## config.mk

```make
export PLATFORM = sky130hd
export DESIGN_NAME = bcd_countdown_timer_flat
export DESIGN_NICKNAME = d
export VERILOG_FILES = /design/src/rtl/bcd_timer_pkg.sv /design/src/rtl/bcd_countdown_timer_if.sv /design/src/rtl/bcd_digit_down.sv /design/src/rtl/bcd_countdown_timer.sv /design/src/flat_wrapper.sv
export SDC_FILE = /design/constraint.sdc
export NUM_CORES = 1
export LEC_CHECK = 0
export BUFFER_PORTS_ARGS = -buffer_cell sky130_fd_sc_hd__clkbuf_2
export CORE_MARGIN = 2
export CORE_UTILIZATION = 51
export DETAILED_ROUTE_END_ITERATION = 8
export GPL_ROUTABILITY_DRIVEN = 0
export PLACE_DENSITY = 0.79
export SLEW_MARGIN = 20
export SYNTH_ARGS = -nofsm -noshare
export SYNTH_HDL_FRONTEND = slang
export SYNTH_HIERARCHICAL = 1
export SYNTH_SLANG_ARGS = --single-unit
```

## constraint.sdc

```tcl
create_clock -name clk -period 4 [get_ports clk]
set_clock_uncertainty 0.15 [all_clocks]
set_input_delay 0.4 -clock clk [delete_from_list [all_inputs] [get_ports clk]]
set_output_delay 0.4 -clock clk [all_outputs]
set_load 0.01 [all_outputs]
```

## src/rtl/bcd_timer_pkg.sv

```systemverilog
// Shared types and constants for the BCD countdown timer and its digit cells.
package bcd_timer_pkg;

    typedef enum logic [1:0] {
        IDLE = 2'd0,
        RUN  = 2'd1,
        DONE = 2'd2
    } state_t;

    localparam int          BCD_W   = 4;
    localparam logic [3:0]  BCD_MAX = 4'd9;

    // Out-of-range load digits saturate at 9 so cnt can never hold a non-BCD digit.
    function automatic logic [BCD_W-1:0] sanitize_bcd(input logic [BCD_W-1:0] d);
        return (d > BCD_MAX) ? BCD_MAX : d;
    endfunction

endpackage

```

## src/rtl/bcd_countdown_timer_if.sv

```systemverilog
// Start/abort/tick request side and count/status side of the BCD countdown timer.
interface bcd_countdown_timer_if #(
    parameter int DIGITS = 2
);
    logic                  start;
    logic                  abort;
    logic                  tick;
    logic [4*DIGITS-1:0]   load_val;
    logic [4*DIGITS-1:0]   cnt;
    logic                  busy;
    logic                  done;

    modport master (
        output start, abort, tick, load_val,
        input  cnt, busy, done
    );

    modport slave (
        input  start, abort, tick, load_val,
        output cnt, busy, done
    );
endinterface

```

## src/rtl/bcd_digit_down.sv

```systemverilog
// Single registered BCD digit that decrements with borrow chaining and wraps 0 -> 9.
module bcd_digit_down
    import bcd_timer_pkg::*;
(
    input  logic             clk,
    input  logic             rstn,
    input  logic             ld,
    input  logic [BCD_W-1:0] ld_val,
    input  logic             dec,
    input  logic             borrow_in,
    output logic [BCD_W-1:0] digit,
    output logic             borrow_out
);
    logic [BCD_W-1:0] digit_q;
    logic [BCD_W-1:0] digit_d;

    always_comb begin
        digit_d = digit_q;
        if (ld) begin
            digit_d = ld_val;
        end else if (dec && borrow_in) begin
            digit_d = (digit_q == '0) ? BCD_MAX : (digit_q - 4'd1);
        end
    end

    always_ff @(posedge clk) begin
        if (!rstn) begin
            digit_q <= '0;
        end else begin
            digit_q <= digit_d;
        end
    end

    assign digit      = digit_q;
    assign borrow_out = (digit_q == '0) && borrow_in;

endmodule

```

## src/rtl/bcd_countdown_timer.sv

```systemverilog
// Multi-digit BCD countdown timer with start/abort handshake and one-cycle done pulse.
// Define BCD_CNTDN_AUTO_RELOAD_EN to make DONE reload the last preset and run again.
//
//   state | meaning
//   IDLE  | waiting for start; cnt holds its last value
//   RUN   | decrementing once per tick
//   DONE  | count reached zero; done asserted for this one cycle
module bcd_countdown_timer
    import bcd_timer_pkg::*;
#(
    parameter int DIGITS = 2
) (
    input  logic                   clk,
    input  logic                   rstn,
    bcd_countdown_timer_if.slave   bus
);
    localparam int CW = BCD_W * DIGITS;

    state_t          state_q;
    state_t          state_d;
    logic [CW-1:0]   load_san;
    logic [CW-1:0]   ld_val_mux;
    logic [CW-1:0]   cnt;
    logic [DIGITS:0] borrow;
    logic            ld;
    logic            dec;
    logic            load_zero;
    logic            cnt_is_one;
    logic            unused_borrow;

`ifdef BCD_CNTDN_AUTO_RELOAD_EN
    logic [CW-1:0]   reload_q;
    logic [CW-1:0]   reload_d;
`endif

    assign load_zero     = (load_san == '0);
    assign cnt_is_one    = (cnt == CW'(1));
    assign borrow[0]     = 1'b1;
    assign unused_borrow = borrow[DIGITS];

    for (genvar i = 0; i < DIGITS; i++) begin : g_digit
        assign load_san[i*BCD_W +: BCD_W] = sanitize_bcd(bus.load_val[i*BCD_W +: BCD_W]);

        bcd_digit_down u_digit (
            .clk        (clk),
            .rstn       (rstn),
            .ld         (ld),
            .ld_val     (ld_val_mux[i*BCD_W +: BCD_W]),
            .dec        (dec),
            .borrow_in  (borrow[i]),
            .digit      (cnt[i*BCD_W +: BCD_W]),
            .borrow_out (borrow[i+1])
        );
    end

    // abort outranks start everywhere; start outranks tick and any reload.
    always_comb begin
        state_d    = state_q;
        ld         = 1'b0;
        dec        = 1'b0;
        ld_val_mux = load_san;
`ifdef BCD_CNTDN_AUTO_RELOAD_EN
        reload_d   = reload_q;
`endif
        unique case (state_q)
            IDLE: begin
                if (bus.start && !bus.abort) begin
                    ld      = 1'b1;
                    state_d = load_zero ? DONE : RUN;
                end
            end
            RUN: begin
                if (bus.abort) begin
                    state_d = IDLE;
                end else if (bus.start) begin
                    ld      = 1'b1;
                    state_d = load_zero ? DONE : RUN;
                end else if (bus.tick) begin
                    dec = 1'b1;
                    if (cnt_is_one) begin
                        state_d = DONE;
                    end
                end
            end
            DONE: begin
                if (bus.abort) begin
                    state_d = IDLE;
                end else if (bus.start) begin
                    ld      = 1'b1;
                    state_d = load_zero ? DONE : RUN;
                end else begin
`ifdef BCD_CNTDN_AUTO_RELOAD_EN
                    if (reload_q == '0) begin
                        state_d = IDLE;
                    end else begin
                        ld         = 1'b1;
                        ld_val_mux = reload_q;
                        state_d    = RUN;
                    end
`else
                    state_d = IDLE;
`endif
                end
            end
            default: state_d = IDLE;
        endcase
`ifdef BCD_CNTDN_AUTO_RELOAD_EN
        if (ld && (ld_val_mux == load_san) && bus.start && !bus.abort) begin
            reload_d = load_san;
        end
`endif
    end

    always_ff @(posedge clk) begin
        if (!rstn) begin
            state_q <= IDLE;
        end else begin
            state_q <= state_d;
        end
    end

`ifdef BCD_CNTDN_AUTO_RELOAD_EN
    always_ff @(posedge clk) begin
        if (!rstn) begin
            reload_q <= '0;
        end else begin
            reload_q <= reload_d;
        end
    end
`endif

    assign bus.cnt  = cnt;
    assign bus.busy = (state_q == RUN);
    assign bus.done = (state_q == DONE);

endmodule
```

## src/flat_wrapper.sv

```systemverilog
// flat-port wrapper written by rule: the top's interface ports become plain ports
module bcd_countdown_timer_flat import bcd_timer_pkg::*;
#(
    parameter int DIGITS = 2
)
  (clk, rstn, bus_start, bus_abort, bus_tick, bus_load_val, bus_cnt, bus_busy, bus_done);
  bcd_countdown_timer_if #(.DIGITS(DIGITS)) bus_i ();
  input  logic clk;
  input  logic rstn;
  input wire logic [$bits(bus_i.start)-1:0] bus_start;
  input wire logic [$bits(bus_i.abort)-1:0] bus_abort;
  input wire logic [$bits(bus_i.tick)-1:0] bus_tick;
  input wire logic [$bits(bus_i.load_val)-1:0] bus_load_val;
  output wire logic [$bits(bus_i.cnt)-1:0] bus_cnt;
  output wire logic [$bits(bus_i.busy)-1:0] bus_busy;
  output wire logic [$bits(bus_i.done)-1:0] bus_done;
  assign bus_i.start = bus_start;
  assign bus_i.abort = bus_abort;
  assign bus_i.tick = bus_tick;
  assign bus_i.load_val = bus_load_val;
  assign bus_cnt = bus_i.cnt;
  assign bus_busy = bus_i.busy;
  assign bus_done = bus_i.done;
  bcd_countdown_timer #(.DIGITS(DIGITS)) u_core (.clk(clk), .rstn(rstn), .bus(bus_i));
endmodule
```

# Word level (Yosys, flattened, before mapping)
# Cells that the tools add are included.
dict set report word_totals {
  register_bits 10
  latch_bits 0
  ramBits 0
  mem_bits_ro 0
  in_bits 13
  output_inout_bits 10
  elab_cells 49
  memories 0
}
dict set report classes {
  add_sub_neg 2
  mul 0
  n_div 0
  magnitude_cmp 2
  eq_ne 6
  shift 0
  n_mux 25
  n_bitwise 0
  reduce_logical 11
}
# op n
set ops {}
lappend ops {{$mux W4} 8}
lappend ops {{$mux W2} 8}
lappend ops {{$eq A8 B1 Y1 const B} 1}
lappend ops {{$gt A4 B4 Y1 const B} 2}
lappend ops {{$logic_not A4 Y1} 2}
lappend ops {{$logic_not A8 Y1} 1}
lappend ops {{$sub A4 B1 Y4 const B} 2}
lappend ops {{$mux W1} 7}
lappend ops {{$pmux W2 S3} 1}
lappend ops {{$ne A4 B3 Y1 const B} 1}
lappend ops {{$ne A4 B4 Y1 const B} 1}
lappend ops {{$reduce_bool A2 Y1} 2}
lappend ops {{$reduce_and A3 Y1} 1}
lappend ops {{$eq A2 B1 Y1 const B} 1}
lappend ops {{$eq A2 B2 Y1 const B} 1}
lappend ops {{$logic_and A1 B1 Y1} 2}
lappend ops {{$logic_not A2 Y1} 1}
lappend ops {{$ne A2 B1 Y1 const B} 1}
lappend ops {{$pmux W1 S2} 1}
lappend ops {{$reduce_or A2 Y1} 1}
lappend ops {{$logic_not A1 Y1} 1}

# Depth between registers and ports, before layout
dict set report logic_depth {
  word_depth 7
  ltp_mapped 7
  mapped_depth_nobuf 7
}

# Cells and area by module
# The synthesis kept the hierarchy.
# module instances cells_each area_per_inst_um2 seq_area_each_um2
set modules_own_cells {}
lappend modules_own_cells {bcd_digit_down 2 24 221.5 80.1}
lappend modules_own_cells {bcd_countdown_timer 1 45 355.3 40.0}

# Worst setup path after synthesis
# No wires, ideal clock.
dict set report synth_path {
  kind {reg2reg}
  startpoint {register u_core.state_q[1]}
  endpoint {register u_core.g_digit[1].u_digit.digit_q[3]}
  setup_ps 74
  arrival_ps 1792
  t_required_ps 3776
  slack_ps 1983
  path_stages_with_launch 8
  path_buffers 0
  period_less_slack_ps 2017
  path_cell_list {dfxtp_1 > inv_1 > ha_1 > nor2b_1 > and3_1 > nand3b_4 > or4_1 > a31oi_1}
}
dict set report synth_between {
  elab_chain_len 4
  word_cells_on_any_way 9
  cone_classes {2 x eq/ne; 3 x mux; 4 x reduce/logical}
}
# element line_no
set synth_rtl {}
lappend synth_rtl {{from (decl)} bcd_countdown_timer.sv:19} ;# state_t state_q;
lappend synth_rtl {{from (signal assigned)} bcd_countdown_timer.sv:118} ;# state_q <= state_d;
lappend synth_rtl {{$eq A2 B1 Y1} --}
lappend synth_rtl {{named net bus_busy} flat_wrapper.sv:15} ;# output wire logic [$bits(bus_i.busy)-1:0] bus_busy;
lappend synth_rtl {{$mux W1} bcd_countdown_timer.sv:65} ;# unique case (state_q)
lappend synth_rtl {{named net u_core.dec} bcd_countdown_timer.sv:26} ;# logic dec;
lappend synth_rtl {{$logic_and A1 B1 Y1} bcd_digit_down.sv:21} ;# end else if (dec && borrow_in) begin
lappend synth_rtl {{$reduce_bool A2 Y1 (no line)} --}
lappend synth_rtl {{to (signal assigned)} bcd_digit_down.sv:30} ;# digit_q <= digit_d;
lappend synth_rtl {{to (decl)} bcd_digit_down.sv:14} ;# logic [BCD_W-1:0] digit_q;
# The timed path passes the listed nets, and every way through them passes these cells.
# A chain may end at the register's enable or synchronous reset.

# Final worst setup path
dict set report layout_path {
  startpoint {register u_core.state_q[0]}
  endpoint {register u_core.g_digit[1].u_digit.digit_q[2]}
}
dict set report layout_between {
  elab_chain_len 4
  word_cells_on_any_way 9
  cone_classes {2 x eq/ne; 3 x mux; 4 x reduce/logical}
}
# element line_no
set layout_rtl {}
lappend layout_rtl {{$eq A2 B1 Y1 / $eq A2 B2 Y1 (equally long branches)} bcd_countdown_timer.sv:65}
lappend layout_rtl {{$reduce_or A2 Y1 (no line)} --}
lappend layout_rtl {{$pmux W1 S2 *} bcd_countdown_timer.sv:65}
lappend layout_rtl {{named net u_core.ld} bcd_countdown_timer.sv:25} ;# logic ld;
lappend layout_rtl {{$mux W4 / $reduce_bool A2 Y1 (equally long branches)} --}
# Mark *: on every way through the listed nets, which the timed path passes. The rest lies on a longest branch.

==> impl_results.md <==
* Crit-path most repeated cell: inv_1
* Mapped Area at 784.5 sq um
* Most common cell after layout, fill and taps aside: clkbuf_2
* Die footprint at 1868 sq um
* Total Neg Setup Slack at 0 ns
* Root Buffer: clkbuf_4
* Worst Setup SP: u_core/state_q[0]
* Status: finished, final reports clean
* Final Hold Viols at 0
* Initial antenna violation count at 0
* RSZ-0062 raised after global routing: no
* Total routed wirelength at 1879 um
* Max Buffers Root-to-Sink at 2
* Num Clock Sinks at 10
* Die width at 43.22 um
* Max Slew Vio Count at 0
* H-Tree Level Count at 1
* FP Rows at 14
* Max-Cap Viols at 0
* Initial Utilization at 53.32%
* CP startpoint kind: register
* Fin cells at 134
* Crit-path max FO at 8
* Vias in the first global route at 748
* Cell count after placement at 130
* Worst hold-check path type: in2reg
* CP endpoint kind: register
* Setup CP Type: reg2reg
* Synth warnings at 6
* Proportion of layout cells with a drive suffix above 1 at 30.51%
* Post-CTS setup buffers at 0
* Max-slew headroom at 54.53%
* Fmax at 449.5 MHz
* Critical path's largest stage delay at 0.56 ns
* Slowest CP cell: nor3_1
* Crit path cell chain: inv_1 > ha_1 > nor2_1 > nor3_1 > inv_1 > o21ai_0 > a311oi_1
* Worst-margin pin slew at 0.6768 ns
* # hold bufs at CTS at 0
* Fillers at 136
* DP HPWL at 1524 um
* Avg Inst Size Synth at 8.621 sq um
* DRT iter0 DRCs at 37
* Commonest cells after routing, fill and taps aside: 22 x clkbuf_2, 10 x dfxtp_1, 8 x o21ai_0
* # resized after CTS at 0
* Total CTS buffers at 3
* Die H at 43.22 um
* Post-route antenna net violation count at 0
* Grt total ovfl at 0
* Post-synthesis cell count at 91
* WP data required at 3.98 ns
* Shortest period the worst path allows at 2.225 ns
* First-pass GRT wire length at 3236 um
* Residual DRC at 0
* Insertion delay to the later sink of the worst-skew pair at 0.26 ns
* N_diodes at 0
* Vias/cell at 5.978
* WP data arrival at 2.21 ns
* DR vias at 801
* Post-layout util at 64.88%
* Clock slew at reported path FFs at 0.07 ns
* Buffers added on ports at 22
* Leakage Power at 0.0004382 uW
* Top Ports at 23
* Final Cycle Share at 55.62%
* Pin count of the biggest net entering global routing at 16
* Hold_sp: bus_load_val[7]
* Worst R2R Start: u_core/state_q[0]
* Post-DR wirelength/cell at 14.02 um
* Layout area overhead at 21.69%
* CTS tree: yes
* Placed Area at 918.4 sq um
* Pwr Density at 355.3 nW/um^2
* Final Cell Area at 954.7 sq um
* Max IR drop VDD at 0.2637 mV
* Nets at 136
* Core area at 1471 sq um
* DR pass1 iterations at 4
* Final setup violation count at 0
* Total GRT Usage at 22.78%
worst paths after layout:
kind	slack [ns]	cells past startpoint	to
setup / recovery	1.78	7	u_core/g_digit[1].u_digit/digit[2]
hold reg to reg	0.36	2	u_core/state_q[1]
hold / removal	0.34	3	u_core/g_digit[1].u_digit/digit[3]
setup reg to reg	1.78	7	u_core/g_digit[1].u_digit/digit[2]
power breakdown:
part | leakage (uW) | switching (uW) | internal (uW)
Combinational | 0.000335 | 63.1 | 51.3
Sequential | 0.0000820 | 19.5 | 112
Clock | 0.0000210 | 38.2 | 55.2
per-stage QoR:
| stage | hold slack (ns) | setup WS (ns) | power, uW |
|---|---|---|---|
| after detailed placement | 0.3622 | 1.794 | 247.7 |
| after global routing | 0.3591 | 1.550 | 361.9 |
| after floorplan | 0.3214 | 1.983 | 208.5 |
| final | 0.3419 | 1.775 | 339.2 |
| after global placement | 0.3343 | 1.852 | 243.9 |
| after CTS | 0.3297 | 1.784 | 341.6 |
cell type report:
type,count,area [sq um],area share [%]
inverters,5,18.77,1.966
clock buffers,4,36.28,3.801
multi-input cells,77,569.3,59.63
flip-flops and latches,10,200.2,20.97
well taps,16,20.02,2.097
repair buffers,22,110.1,11.53
state kept, by name, summed over array words and instances (netlist names):
signal                        flops
u_core/state_q                    2
u_core/g_digit.u_digit/digit      8
critical path, delay by kind of cell (launching register included):
kind	cells	cell delay, ns
flip-flops	1	0.39
buffers and inverters	2	0.36
AO/OA/AOI/OAI	2	0.30
AND/OR/NAND/NOR	2	0.60
adder cells (fa/ha/maj)	1	0.28
metal layers:
| layer | track usage, % | share of wire, % |
|---|---|---|
| met1 | 29.87 | 45 |
| met4 | 6.667 | 0 |
| met5 | 0 | 0 |
| met3 | 5.106 | 6.5 |
| met2 | 37.01 | 49 |
(Power assumes the default switching activity.)
